===== src/rtl/sample_iterator_if.sv =====
`default_nettype none
// ============================================================================
//  Module   : sample_iterator_if
//  Purpose  : Bundles the bbox-stage inputs and sample-stage outputs of the
//             sample iterator into a single interface with master/slave views.
//  Revision : 1.0 - initial release
// ============================================================================
interface sample_iterator_if #(
    parameter int SIGFIG = 24,
    parameter int VERTS  = 3,
    parameter int AXIS   = 3,
    parameter int COLORS = 3
);
    // Upstream (R13) side
    logic [VERTS-1:0][AXIS-1:0][SIGFIG-1:0] tri_R13S;
    logic [COLORS-1:0][SIGFIG-1:0]          color_R13U;
    logic [1:0][1:0][SIGFIG-1:0]            box_R13S;
    logic                                   validTri_R13H;
    logic [3:0]                             subSample_RnnnnU;
    logic                                   halt_RnnnnL;

    // Downstream (R14) side
    logic [VERTS-1:0][AXIS-1:0][SIGFIG-1:0] tri_R14S;
    logic [COLORS-1:0][SIGFIG-1:0]          color_R14U;
    logic [1:0][SIGFIG-1:0]                 sample_R14S;
    logic                                   validSamp_R14H;

    modport master (
        output tri_R13S, color_R13U, box_R13S, validTri_R13H, subSample_RnnnnU,
        input  halt_RnnnnL,
        input  tri_R14S, color_R14U, sample_R14S, validSamp_R14H
    );

    modport slave (
        input  tri_R13S, color_R13U, box_R13S, validTri_R13H, subSample_RnnnnU,
        output halt_RnnnnL,
        output tri_R14S, color_R14U, sample_R14S, validSamp_R14H
    );
endinterface
`default_nettype wire


===== src/rtl/sample_iterator.sv =====
`default_nettype none
// ============================================================================
//  Module   : sample_iterator
//  Purpose  : Walks every sample position of a triangle's bounding box in
//             raster order, one sample per cycle, holding tri/color meanwhile.
//  Revision : 1.0 - initial release
// ============================================================================
module sample_iterator #(
    parameter int SIGFIG = 24,
    parameter int RADIX  = 10,
    parameter int VERTS  = 3,
    parameter int AXIS   = 3,
    parameter int COLORS = 3
) (
    input  wire logic         clk,
    input  wire logic         rst,
    sample_iterator_if.slave  sif
);

    localparam logic [0:0] c_ST_WAIT = 1'b0;
    localparam logic [0:0] c_ST_TEST = 1'b1;

    logic [0:0] r_state;
    logic [0:0] w_state_next;

    logic [VERTS-1:0][AXIS-1:0][SIGFIG-1:0] r_tri;
    logic [COLORS-1:0][SIGFIG-1:0]          r_color;
    logic signed [SIGFIG-1:0]               r_x;
    logic signed [SIGFIG-1:0]               r_y;
    logic signed [SIGFIG-1:0]               r_ll_x;
    logic signed [SIGFIG-1:0]               r_ur_x;
    logic signed [SIGFIG-1:0]               r_ur_y;
    logic [SIGFIG-1:0]                      r_step;

    logic [SIGFIG-1:0]       w_step_in;
    logic signed [SIGFIG:0]  w_x_adv;
    logic signed [SIGFIG:0]  w_y_adv;
    logic signed [SIGFIG:0]  w_ur_x_ext;
    logic signed [SIGFIG:0]  w_ur_y_ext;
    logic                    w_x_over;
    logic                    w_y_over;
    logic                    w_last;
    logic                    w_accept;
    logic                    w_halt;
    logic                    w_valid;

    // One-hot MSAA mode placed so that 1x lands on 1.0 in fixed point.
    assign w_step_in = {{(SIGFIG-RADIX-1){1'b0}}, sif.subSample_RnnnnU, {(RADIX-3){1'b0}}};

    // One extra bit keeps x+step from wrapping before the signed compare.
    assign w_x_adv    = {r_x[SIGFIG-1], r_x} + {1'b0, r_step};
    assign w_y_adv    = {r_y[SIGFIG-1], r_y} + {1'b0, r_step};
    assign w_ur_x_ext = {r_ur_x[SIGFIG-1], r_ur_x};
    assign w_ur_y_ext = {r_ur_y[SIGFIG-1], r_ur_y};
    assign w_x_over   = (w_x_adv > w_ur_x_ext);
    assign w_y_over   = (w_y_adv > w_ur_y_ext);
    assign w_last     = w_x_over && w_y_over;

    assign w_accept   = sif.validTri_R13H && w_halt;

    // State register
    always_ff @(posedge clk) begin
        if (rst) begin
            r_state <= c_ST_WAIT;
        end else begin
            r_state <= w_state_next;
        end
    end

    // Next-state logic
    always_comb begin
        w_state_next = r_state;
        case (r_state)
            c_ST_WAIT: begin
                if (w_accept) begin
                    w_state_next = c_ST_TEST;
                end
            end
            c_ST_TEST: begin
                if (w_last) begin
                    w_state_next = w_accept ? c_ST_TEST : c_ST_WAIT;
                end
            end
            default: w_state_next = c_ST_WAIT;
        endcase
    end

    // Output logic: ready for a new triangle when idle or on the final sample.
    always_comb begin
        w_halt  = 1'b1;
        w_valid = 1'b0;
        case (r_state)
            c_ST_WAIT: begin
                w_halt  = 1'b1;
                w_valid = 1'b0;
            end
            c_ST_TEST: begin
                w_halt  = w_last;
                w_valid = 1'b1;
            end
            default: begin
                w_halt  = 1'b1;
                w_valid = 1'b0;
            end
        endcase
    end

    // Triangle capture and raster stepping
    always_ff @(posedge clk) begin
        if (rst) begin
            r_tri   <= '0;
            r_color <= '0;
            r_x     <= '0;
            r_y     <= '0;
            r_ll_x  <= '0;
            r_ur_x  <= '0;
            r_ur_y  <= '0;
            r_step  <= '0;
        end else if (w_accept) begin
            r_tri   <= sif.tri_R13S;
            r_color <= sif.color_R13U;
            r_x     <= sif.box_R13S[0][0];
            r_y     <= sif.box_R13S[0][1];
            r_ll_x  <= sif.box_R13S[0][0];
            r_ur_x  <= sif.box_R13S[1][0];
            r_ur_y  <= sif.box_R13S[1][1];
            r_step  <= w_step_in;
        end else if ((r_state == c_ST_TEST) && !w_last) begin
            if (w_x_over) begin
                r_x <= r_ll_x;
                r_y <= w_y_adv[SIGFIG-1:0];
            end else begin
                r_x <= w_x_adv[SIGFIG-1:0];
            end
        end
    end

    assign sif.halt_RnnnnL    = w_halt;
    assign sif.validSamp_R14H = w_valid;
    assign sif.tri_R14S       = r_tri;
    assign sif.color_R14U     = r_color;
    assign sif.sample_R14S[0] = r_x;
    assign sif.sample_R14S[1] = r_y;

endmodule
`default_nettype wire


===== src/flat_wrapper.sv =====
// flat-port wrapper written by rule: the top's interface ports become plain ports
module sample_iterator_flat 
#(
    parameter int SIGFIG = 24,
    parameter int RADIX  = 10,
    parameter int VERTS  = 3,
    parameter int AXIS   = 3,
    parameter int COLORS = 3
)
  (clk, rst, sif_tri_R13S, sif_color_R13U, sif_box_R13S, sif_validTri_R13H, sif_subSample_RnnnnU, sif_halt_RnnnnL, sif_tri_R14S, sif_color_R14U, sif_sample_R14S, sif_validSamp_R14H);
  sample_iterator_if #(.SIGFIG(SIGFIG), .VERTS(VERTS), .AXIS(AXIS), .COLORS(COLORS)) sif_i ();
  input  wire logic clk;
  input  wire logic rst;
  input wire logic [$bits(sif_i.tri_R13S)-1:0] sif_tri_R13S;
  input wire logic [$bits(sif_i.color_R13U)-1:0] sif_color_R13U;
  input wire logic [$bits(sif_i.box_R13S)-1:0] sif_box_R13S;
  input wire logic [$bits(sif_i.validTri_R13H)-1:0] sif_validTri_R13H;
  input wire logic [$bits(sif_i.subSample_RnnnnU)-1:0] sif_subSample_RnnnnU;
  output wire logic [$bits(sif_i.halt_RnnnnL)-1:0] sif_halt_RnnnnL;
  output wire logic [$bits(sif_i.tri_R14S)-1:0] sif_tri_R14S;
  output wire logic [$bits(sif_i.color_R14U)-1:0] sif_color_R14U;
  output wire logic [$bits(sif_i.sample_R14S)-1:0] sif_sample_R14S;
  output wire logic [$bits(sif_i.validSamp_R14H)-1:0] sif_validSamp_R14H;
  assign sif_i.tri_R13S = sif_tri_R13S;
  assign sif_i.color_R13U = sif_color_R13U;
  assign sif_i.box_R13S = sif_box_R13S;
  assign sif_i.validTri_R13H = sif_validTri_R13H;
  assign sif_i.subSample_RnnnnU = sif_subSample_RnnnnU;
  assign sif_halt_RnnnnL = sif_i.halt_RnnnnL;
  assign sif_tri_R14S = sif_i.tri_R14S;
  assign sif_color_R14U = sif_i.color_R14U;
  assign sif_sample_R14S = sif_i.sample_R14S;
  assign sif_validSamp_R14H = sif_i.validSamp_R14H;
  sample_iterator #(.SIGFIG(SIGFIG), .RADIX(RADIX), .VERTS(VERTS), .AXIS(AXIS), .COLORS(COLORS)) u_core (.clk(clk), .rst(rst), .sif(sif_i));
endmodule

===== config.mk =====
export PLATFORM = sky130hd
export DESIGN_NAME = sample_iterator_flat
export DESIGN_NICKNAME = d
export VERILOG_FILES = /design/src/rtl/sample_iterator_if.sv /design/src/rtl/sample_iterator.sv /design/src/flat_wrapper.sv
export SDC_FILE = /design/constraint.sdc
export NUM_CORES = 1
export LEC_CHECK = 0
export CORE_AREA = 2 2 280 282
export CTS_BUF_LIST = sky130_fd_sc_hd__clkbuf_2
export CTS_CLUSTER_SIZE = 25
export DETAILED_ROUTE_END_ITERATION = 6
export DIE_AREA = 0 0 282 284
export HOLD_SLACK_MARGIN = 0.02
export PLACE_DENSITY_LB_ADDON = 0.08
export SETUP_SLACK_MARGIN = 0.15
export SKIP_LAST_GASP = 1
export SYNTH_ARGS = -nofsm -noshare
export SYNTH_HDL_FRONTEND = slang
export SYNTH_SLANG_ARGS = --single-unit

===== constraint.sdc =====
create_clock -name clk -period 4.55 [get_ports clk]
set_input_delay 0.6825 -clock clk [delete_from_list [all_inputs] [get_ports clk]]
set_output_delay 0.6825 -clock clk [all_outputs]
set_load 0.01 [all_outputs]

# Yosys cells after proc, flatten, opt, wreduce, memory -nomap -nowiden
# Cells that the tools add are included.
# totals
reg_bits	413
in_bits	391
out_inout_bits	338
wordCells	42
# classes
n_addsub	2
order_cmp	2
mux	11
bitwise_logic	1
reduce_logical	7
# op_table
cell	n
two-way mux 24 bit	6
adder 24 x 12 -> 25 bit	2
> comparator 25 x 24 -> 1 bit	2
case mux 1 bit (2 select lines)	3
nonzero test 2 bit	2
logical AND 1 bit	3
two-way mux 1 bit	2
AND reduction 2 bit	1
zero test 1 bit	1
NOT 1 bit	1

# Longest topological paths before layout
# Gate-level depths: netlist (run 1).
# depth
ltp_word	8
mapped_depth	20
depth_no_buf	18

# Worst setup path after synthesis (run 1)
# Ideal clock, no wire load.
# synth_timing
path_type	reg2out
start	reg u_core.r_y[7]
end	out sif_halt_RnnnnL
arrival_ps	3574
required_time_ps	3868
setup_slack_ps	294
stages_incl_launch_ff	18
path_buffers	1
cell_sequence	dfxtp_1 > ha_1 > fa_1 > a21o_1 > a21oi_1 > nor2b_1 > nand4_1 > nor3_1 > xor2_1 > ha_1 > nand4_1 > nor2_1 > a221o_1 > a221oi_2 > o221ai_2 > nand2_2 > inv_2 > buf_6
# synth_via
elab_chain_cells	4
# synth_lines
element	line_no	text
start, declared	sample_iterator.sv:29	logic signed [SIGFIG-1:0] r_y;
start signal, assigned	sample_iterator.sv:123	r_y <= sif.box_R13S[0][1];
start signal, assigned	sample_iterator.sv:131	r_y <= w_y_adv[SIGFIG-1:0];
adder 24 x 12 -> 25 bit	sample_iterator.sv:52	assign w_y_adv = {r_y[SIGFIG-1], r_y} + {1'b0, r_step};
> comparator 25 x 24 -> 1 bit	sample_iterator.sv:56	assign w_y_over = (w_y_adv > w_ur_y_ext);
logical AND 1 bit	sample_iterator.sv:57	assign w_last = w_x_over && w_y_over;
case mux 1 bit (2 select lines)	sample_iterator.sv:92	case (r_state)
end, declared	flat_wrapper.sv:19	output wire logic [$bits(sif_i.halt_RnnnnL)-1:0] sif_halt_RnnnnL;
# No other way between the ends.

# Worst setup path after layout (run 1)
# layout_timing
start	reg u_core.r_step[7]
end	out sif_halt_RnnnnL
# layout_via
elab_chain_cells	4
elab_cells_between_ends	6
cone_classes	2 x add/sub; 2 x order compare; 1 x mux; 1 x reduce/logical
# layout_lines
element	line_no	text
start, declared	sample_iterator.sv:33	logic [SIGFIG-1:0] r_step;
start signal, assigned	sample_iterator.sv:127	r_step <= w_step_in;
adder 24 x 12 -> 25 bit (on tied branches)	sample_iterator.sv:51, sample_iterator.sv:52	
> comparator 25 x 24 -> 1 bit (on tied branches)	sample_iterator.sv:55, sample_iterator.sv:56	
logical AND 1 bit (*)	sample_iterator.sv:57	
case mux 1 bit (2 select lines) (*)	sample_iterator.sv:92	
# Every way passes the cells marked *; elsewhere a longest branch is shown, timed or not.

==> results of run 1 <==
cells by family (layout without fill, tap and decap cells):
kind of cell    after synthesis  after routing  share of synthesized area
simple gates                901            902                      0.211
compound gates              494            494                      0.160
mux                          33             33                     0.0201
xor+xnor                     30             30                     0.0154
flops                       413            413                      0.486
buf+inv                     209           1538                     0.0624
other cells                   0             13                          0
fa+ha+maj                    60             60                     0.0450
path summary, 6_finish.rpt:
kind	from	end	slack [ps]	cells after the start
setup / recovery	u_core.r_step[7]	sif_halt_RnnnnL	-800	17
hold / removal	sif_box_R13S[35]	u_core.r_y[11]	300	3
setup reg to reg	u_core.r_step[7]	u_core.sif.tri_R14S[120]	110	22
hold reg to reg	u_core.r_ll_x[4]	u_core.r_x[4]	420	2
metrics by stage:
stage	TNS, ps	instances	power [mW]	setup WS, ps	area [um^2]
3_3_place_gp	-2860	3886	14.5	-98.1	26100
3_5_place_dp	-27170	3886	14.6	-168	26100
6_report	-797	4523	18.7	-797	32000
4_1_cts	-1110	4474	18.2	-1060	31200
5_1_grt	-2060	4520	20.2	-1150	32000
2_1_floorplan	0	2140	9.99	294	17000
Yosys cell counts (5+ instances only):
library cell,instances
a211oi_1,17
a21o_1,6
a21oi_1,406
a311oi_1,7
and3_1,8
buf_2,44
buf_4,13
buf_6,23
clkbuf_1,65
dfxtp_1,413
ha_1,58
inv_1,62
mux2_2,6
mux2i_1,24
nand2_1,774
nand3_1,11
nand3b_1,10
nand4_1,14
nor2_1,47
nor2b_1,9
nor3_1,9
o21a_1,8
o21ai_0,14
o221ai_1,5
xnor2_1,20
xor2_1,10
layout make-up:
class                      instances  area (um^2)  area share
multi-input combinational       1519         7930       0.248
antenna                           13         32.5     0.00102
inverter                          63          241     0.00755
timing repair buffer            1277        13100       0.409
tap                             1040         1300      0.0407
clock inverter                    28          262     0.00817
sequential                       413         8280       0.259
clock buffer                     170          851      0.0266
report_power, final:
group	internal (mW)	switching, mW
clock network	1.29	1.73
logic	5.18	5.20
registers	4.66	0.674
total	11.1	7.60
metal layers:
layer | GRT usage | routed length [um] | up-vias
li1 | - | - | 9660
met2 | 0.328 | 39000 | 563
met4 | 0.0685 | 2070 | 18
met5 | 0 | 132 | -
met1 | 0.204 | 32000 | 8904
met3 | 0.0676 | 5820 | 165
sequential cells by signal, summed over array words and instances (netlist names):
signal / count
u_core.sif.tri_R14S: 216
u_core.sif.color_R14U: 72
u_core.r_ll_x: 24
u_core.r_ur_x: 24
u_core.r_ur_y: 24
u_core.r_x: 24
u_core.r_y: 24
u_core.r_step: 4
u_core.r_state: 1
worst max-delay path, stage by stage (launching register included):
cell and delay [ps]:
dfxtp_4 370, ha_4 170, buf_6 100, a21o_1 170
a221o_1 350, and4_4 210, nand4_1 100, nor2_1 60
xor2_1 150, ha_1 330, nand4_1 170, nor2_1 60
a221o_1 390, a221oi_4 350, o221ai_4 170, nand2_4 140
inv_6 50, buf_6 110
repair_timing:
item | 4_1_cts | 5_1_grt
hold endpoints to repair | 408 | 0
buffers inserted | 5 | 23
hold buffers | 385 | 0
setup endpoints to repair | 387 | 390
pin swaps | 19 | 18
resized for setup | 35 | 35
gates cloned | 0 | 13
==> run_results.csv, run 1 <==
group,metric,value,unit
timing,max_freq,0.187,GHz
clock_network,cts_max_level,4,
global_routing,grt_pass1_vias,20026,
setup_path,start_kind,"flip-flop",
timing,period_share,1.18,
global_routing,antenna_found_initial,20,
timing,finalSetupViolations,1,
layout,final_common_cell,"nand2_1",
drt,drt_iter0_drc,665,
synthesis,yosysTopAreaCellShare,0.486,
synthesis,ys_seq_elements,413,
hold_path,hp-class,"input port to flip-flop",
placed_design,numPortBuffers,728,
synthesis,synthCells,2140,
drt,vias,19310,
timing,whs,297,ps
job,drv_cap,0,
synthesis,syn_avg_cell_area,7.95,um^2
timing,worst_slack,-797,ps
placed_design,dp_hpwl,55.8,mm
pwr,p_per_area,585,nW/um^2
clock_network,cts_tree,"built",
status,status,"complete, but fails checks",
synthesis,ys_types,61,
layout,fin_util,0.416,
pwr,max-vdd-ir-drop,0.000253,V
drt,ant_nets,0,
clock_network,cts_root_buf,"clkbuf_2",
layout,nFillCells,7823,
global_routing,grt_max_degree,124,
floorplanning,core_region_area,77000,um^2
synthesis,synthTopCellsByArea,"dfxtp_1 49%, nand2_1 17%, a21oi_1 12%",
setup_path,cp_data_arrival_time,4660,ps
drt,routed_via_density,4.27,
floorplanning,fp.dieW,282,um
synthesis,ys.flop_type,"dfxtp_1",
timing,finalCriticalPeriod,5350,ps
pwr,leakage,12.6,nW
clock_network,clk_pin_slew,90,ps
synthesis,async_flop_share,0,
setup_path,criticalPathCategory,"flip-flop to output port",
floorplanning,start_util,0.221,
drt,drc,0,
timing,slew_headroom,0.481,
setup_path,crit_fanout,3,
drt,drt_wl_total,79.0,mm
placed_design,place.gp.congestion,0.858,
layout,nets,3855,
synthesis,syn-num-nets,2591,
synthesis,synthesis.area,17000,um^2
clock_network,clock_sinks,413,
timing,finClkSkew,91.6,ps
global_routing,grt_first_pass_wirelength,115,mm
clock_network,clockBufferDepth,3,
drt,firstDrtPassIters,5,
clock_network,clk-insertion-delay-late,1240,ps
status,violations,"negative setup slack",
global_routing,grt_overflow,0,
layout,area_growth,88.0,%
global_routing,grt_usage,0.186,
synthesis,ys_seq_area_frac,0.486,
floorplanning,die-area,80100,um^2
layout,final_cell_mix,"774 x nand2_1, 725 x clkdlybuf4s50_1, 406 x dfxtp_1",
setup_path,critPathRequiredTime,3870,ps
drt,wl_per_cell,17.5,um
timing,final_hold_viol_count,0,
timing,drv_slew,0,
floorplanning,rows,102,
synthesis,yosys_warnings,0,
timing,worst_pin_slew,779,ps
timing,grt_setup_unrepaired,"yes",
floorplanning,ios,729,
clock_network,cts_buffers,130,
floorplanning,dieHeight,284,um
layout,drive_gt1_frac,0.118,
synthesis,synth-edff-count,0,
setup_path,critPathCaptureType,"output port",
synthesis,synth_top_area_cell,"dfxtp_1",
Note: power is estimated with default switching activity, not from simulation.
==> inputs of run 2 (changes only) <==
- CTS_CLUSTER_SIZE: 25 -> 14
==> run 2 against run 1 <==
Net effect: largest power group unchanged; die area did not move; sequential share of layout area rose by 0.14 points; power fell by 0.66%; the flow still finishes with violations (negative setup slack); combinational power barely moved; hold slack got worse by 43 ps.
==> run_results.csv, run 2 (synthesis gave the netlist of run 1 again) <==
group,metric,value,unit
timing,grt_setup_unrepaired,"yes",
clock_network,clk_pin_slew,90,ps
global_routing,grt_overflow,0,
floorplanning,fp.dieW,282,um
setup_path,critPathMaxStageDelay,390,ps
placed_design,dp_hpwl,55.8,mm
drt,drt_wl_total,78.9,mm
timing,finClkSkew,97.1,ps
clock_network,cts_tree,"built",
global_routing,grt_pass1_vias,20038,
setup_path,crit_fanout,3,
global_routing,grt_first_pass_wirelength,115,mm
status,status,"complete, but fails checks",
timing,finalCriticalPeriod,5350,ps
global_routing,grt_max_degree,124,
layout,fin_util,0.414,
timing,finalSetupViolations,1,
setup_path,slowest_stage,"a221o_1",
setup_path,critPathRequiredTime,3870,ps
clock_network,cts_max_level,4,
layout,final_area,31800,um^2
drt,wl_per_cell,17.5,um
job,drv_cap,0,
clock_network,clockBufferDepth,3,
floorplanning,core_region_area,77000,um^2
global_routing,antenna_found_initial,21,
floorplanning,start_util,0.221,
drt,vias,19318,
layout,final_cell_mix,"774 x nand2_1, 725 x clkdlybuf4s50_1, 406 x dfxtp_1",
placed_design,numPortBuffers,728,
layout,largest_reg_flops,216,
drt,drc,0,
layout,final_common_cell,"nand2_1",
hold_path,hp-class,"input port to flip-flop",
floorplanning,rows,102,
placed_design,dp_slack,-168,ps
timing,worst_pin_slew,779,ps
status,violations,"negative setup slack",
pwr,max-vdd-ir-drop,0.000255,V
layout,nFillCells,7859,
clock_network,cts_buffers,130,
setup_path,r2r_slack,110,ps
global_routing,grt_usage,0.187,
timing,whs,253,ps
setup_path,crit_chain,"ha_4, buf_6, a21o_1, a221o_1, and4_4, nand4_1, nor2_1, xor2_1, ha_1, nand4_1, nor2_1, a221o_1, a221oi_4, o221ai_4, nand2_4, inv_6, buf_6",
clock_network,clock_sinks,413,
drt,firstDrtPassIters,5,
layout,nets,3848,
pwr,p_per_area,585,nW/um^2
timing,period_share,1.18,
placed_design,dp_cells,3886,
timing,drv_slew,0,
floorplanning,dieHeight,284,um
pwr,leakage,12.5,nW
clock_network,clk-insertion-delay-late,1250,ps
layout,fin_cells,4509,
setup_path,critPathCaptureType,"output port",
timing,final_hold_viol_count,0,
placed_design,place.gp.congestion,0.858,
placed_design,placed_area,26100,um^2
floorplanning,die-area,80100,um^2
timing,worst_slack,-801,ps
layout,drive_gt1_frac,0.115,
floorplanning,ios,729,
setup_path,start_kind,"flip-flop",
drt,routed_via_density,4.28,
drt,drt_iter0_drc,671,
timing,setup_tns,-801,ps
setup_path,criticalPathCategory,"flip-flop to output port",
layout,area_growth,87.1,%
timing,slew_headroom,0.481,
timing,max_freq,0.187,GHz
setup_path,cp_data_arrival_time,4670,ps
pwr,finalPower,18.6,mW
clock_network,cts_root_buf,"clkbuf_2",
drt,ant_nets,0,
[run 2: power by group]
group | switching (mW) | internal [mW] | total (mW) | leakage (nW)
logic | 5.17 | 5.06 | 10.2 | 8.30
registers | 0.673 | 4.66 | 5.33 | 3.40
clock network | 1.73 | 1.31 | 3.04 | 0.820
total | 7.58 | 11.0 | 18.6 | 12.5
[run 2: critical path: cells and delay by family (launching register included)]
family | cells | cell delay, ps
AND/OR/NAND/NOR | 6 | 740
XOR/XNOR | 1 | 150
AO/OA/AOI/OAI | 5 | 1440
buffers and inverters | 3 | 260
adder cells (fa/ha/maj) | 2 | 500
flip-flops | 1 | 370
[run 2: cell type report]
class	instances	area, um^2	area share
timing repair buffer	1270	12900	0.407
sequential	413	8280	0.260
multi-input combinational	1519	7930	0.249
tap	1040	1300	0.0409
clock buffer	164	821	0.0258
clock inverter	27	280	0.00881
inverter	63	241	0.00759
antenna	13	32.5	0.00102
[run 2: metal layers]
metal	global-route usage	routed length, um
met5	0	123
met4	0.0695	2070
met3	0.0673	5920
met2	0.327	39000
met1	0.204	31800
[run 2: path summary, 6_finish.rpt]
check                                       from                        to  cells after the start
worst max-delay path            u_core.r_step[7]           sif_halt_RnnnnL                     17
worst min-delay path            sif_box_R13S[37]            u_core.r_y[13]                      3
worst min register to register  u_core.r_ll_x[4]             u_core.r_x[4]                      2
worst max register to register  u_core.r_step[7]  u_core.sif.tri_R14S[152]                     22
[run 2: what timing repair did]
item	CTS	global route
pin swaps	19	17
gates resized for setup	35	33
hold endpoints to repair	404	0
hold buffers	383	0
setup endpoints to repair	387	390
buffers inserted	5	20
cloned	0	11
==> inputs of run 3 (changes only) <==
- HOLD_SLACK_MARGIN: 0.02 -> not set
==> run 3 against run 2 <==
Net effect: the run still ends with negative setup slack left; first-iteration DRC count increased by 2.4%; sequential power barely moved; global-route usage is the same; critical path depth unchanged; die area is the same; combinational power about the same; via count decreased by 0.16%; clock power barely moved; critical path type unchanged; routed wire length is essentially flat; worst setup slack got worse by 10 ps.
==> run_results.csv, run 3 (synthesis gave the netlist of run 1 again) <==
group,metric,value,unit
global_routing,grt_first_pass_wirelength,115,mm
layout,area_growth,87.0,%
floorplanning,rows,102,
placed_design,place.gp.congestion,0.858,
layout,nets,3847,
timing,worst_pin_slew,781,ps
pwr,finalPower,18.6,mW
pwr,p_switching,7.57,mW
setup_path,critPathMaxStageDelay,390,ps
pwr,leakage,12.5,nW
timing,grt_setup_unrepaired,"yes",
setup_path,cp-startpoint,"u_core.r_step[7]",
hold_path,hp-class,"input port to flip-flop",
drt,drt_iter0_drc,687,
global_routing,grt_overflow,0,
pwr,max-vdd-ir-drop,0.000253,V
floorplanning,die-area,80100,um^2
setup_path,crit_chain,"ha_4, buf_6, a21o_1, a221o_1, and4_4, nand4_1, nor2_1, xor2_1, ha_1, nand4_1, nor2_1, a221o_1, a221oi_4, o221ai_4, nand2_4, inv_6, buf_6",
timing,worst_slack,-811,ps
timing,finalSetupViolations,1,
drt,drt_wl_total,78.9,mm
drt,routed_via_density,4.28,
clock_network,clockBufferDepth,3,
clock_network,clock_sinks,413,
clock_network,clk_pin_slew,90,ps
job,drv_cap,0,
placed_design,dp_hpwl,55.8,mm
placed_design,dp_cells,3886,
status,violations,"negative setup slack",
timing,period_share,1.18,
global_routing,antenna_found_initial,21,
floorplanning,fp.dieW,282,um
layout,final_common_cell,"nand2_1",
hold_path,hp-start,"sif_box_R13S[34]",
drt,drc,0,
setup_path,start_kind,"flip-flop",
clock_network,clk-insertion-delay-late,1240,ps
floorplanning,dieHeight,284,um
placed_design,placed_area,26100,um^2
timing,setup_tns,-811,ps
layout,fin_cells,4508,
global_routing,grt_max_degree,124,
setup_path,critPathRequiredTime,3870,ps
pwr,seq_power_share,0.287,
floorplanning,start_util,0.221,
pwr,swShare,0.407,
layout,final_area,31800,um^2
pwr,pwr-share-clk,0.164,
timing,max_freq,0.187,GHz
drt,wl_per_cell,17.5,um
clock_network,cts_max_level,4,
pwr,p_comb_frac,0.550,
placed_design,numPortBuffers,728,
layout,nFillCells,7859,
timing,whs,231,ps
global_routing,grt_pass1_vias,20032,
clock_network,cts_buffers,130,
layout,final_cell_mix,"774 x nand2_1, 725 x clkdlybuf4s50_1, 406 x dfxtp_1",
setup_path,crit_fanout,3,
pwr,p_per_area,585,nW/um^2
clock_network,cts_tree,"built",
pwr,p_int,11.0,mW
setup_path,cp_data_arrival_time,4680,ps
setup_path,critPathCaptureType,"output port",
timing,drv_slew,0,
layout,largest_reg_flops,216,
status,status,"complete, but fails checks",
timing,slew_headroom,0.479,
floorplanning,ios,729,
global_routing,grt_usage,0.187,
timing,final_hold_viol_count,0,
clock_network,cts_root_buf,"clkbuf_2",
setup_path,rr_startpoint,"u_core.r_step[7]",
drt,vias,19288,
timing,finClkSkew,94.4,ps
floorplanning,core_region_area,77000,um^2
setup_path,criticalPathCategory,"flip-flop to output port",
drt,firstDrtPassIters,4,
drt,ant_nets,0,
timing,finalCriticalPeriod,5360,ps
setup_path,slowest_stage,"a221o_1",
layout,drive_gt1_frac,0.115,
run 3: cell count changes in the layout (fill, tap and decap cells not counted), sizes merged:
cell,delta
dlygate4sd3,-1
run 3: through the flow:
stage                     worst slack, ps   util
after CTS                           -1020  0.405
final                                -811  0.413
after global routing                -1140  0.413
after floorplan                       294      -
after global placement              -98.1  0.339
after detailed placement             -168  0.339
run 3: final cells by class:
class                   instances  area, um^2  share of cell area
diodes                         13        32.5             0.00102
clock buffers                 164         821              0.0258
clock inverters                27         280             0.00881
inverters                      63         241             0.00759
multi-input cells            1519        7930               0.249
flip-flops and latches        413        8280               0.260
well taps                    1040        1300              0.0409
repair buffers               1269       12900               0.406
run 3: metal layers:
metal	vias up	share of wire	GRT usage
met4	18	0.027	0.0695
li1	9621	-	-
met5	-	0.0016	0
met3	169	0.073	0.0673
met1	8912	0.41	0.204
met2	568	0.49	0.327
run 3: path summary, 6_finish.rpt:
path	endpoint	slack, ps	depth (start not counted)
worst max-delay path	sif_halt_RnnnnL	-810	17
worst min-delay path	u_core.r_y[10]	230	4
worst max register to register	u_core.sif.tri_R14S[152]	100	22
worst min register to register	u_core.r_x[4]	430	2
run 3: power groups by stage:
stage	logic (mW)	clock network [mW]	registers, mW
after floorplan	4.32	0	5.67
after global placement	9.16	0	5.35
after detailed placement	9.19	0	5.39
after CTS	9.62	3.24	5.33
after global routing	11.2	3.41	5.47
final	10.2	3.04	5.33
run 3: critical path: cells and delay by family (launching register included):
family	cells	cell delay, ps
flops	1	370
xor+xnor	1	150
compound gates	5	1430
buf+inv	3	260
simple gates	6	750
fa+ha+maj	2	510
run 3: repair_timing:
item / CTS / global route
pin swaps: 19 / 17
setup buffers: 5 / 20
hold endpoints to repair: 403 / 0
hold buffers: 382 / 0
gates cloned: 0 / 11
gates resized for setup: 35 / 33
endpoints found under the setup margin: 387 / 390
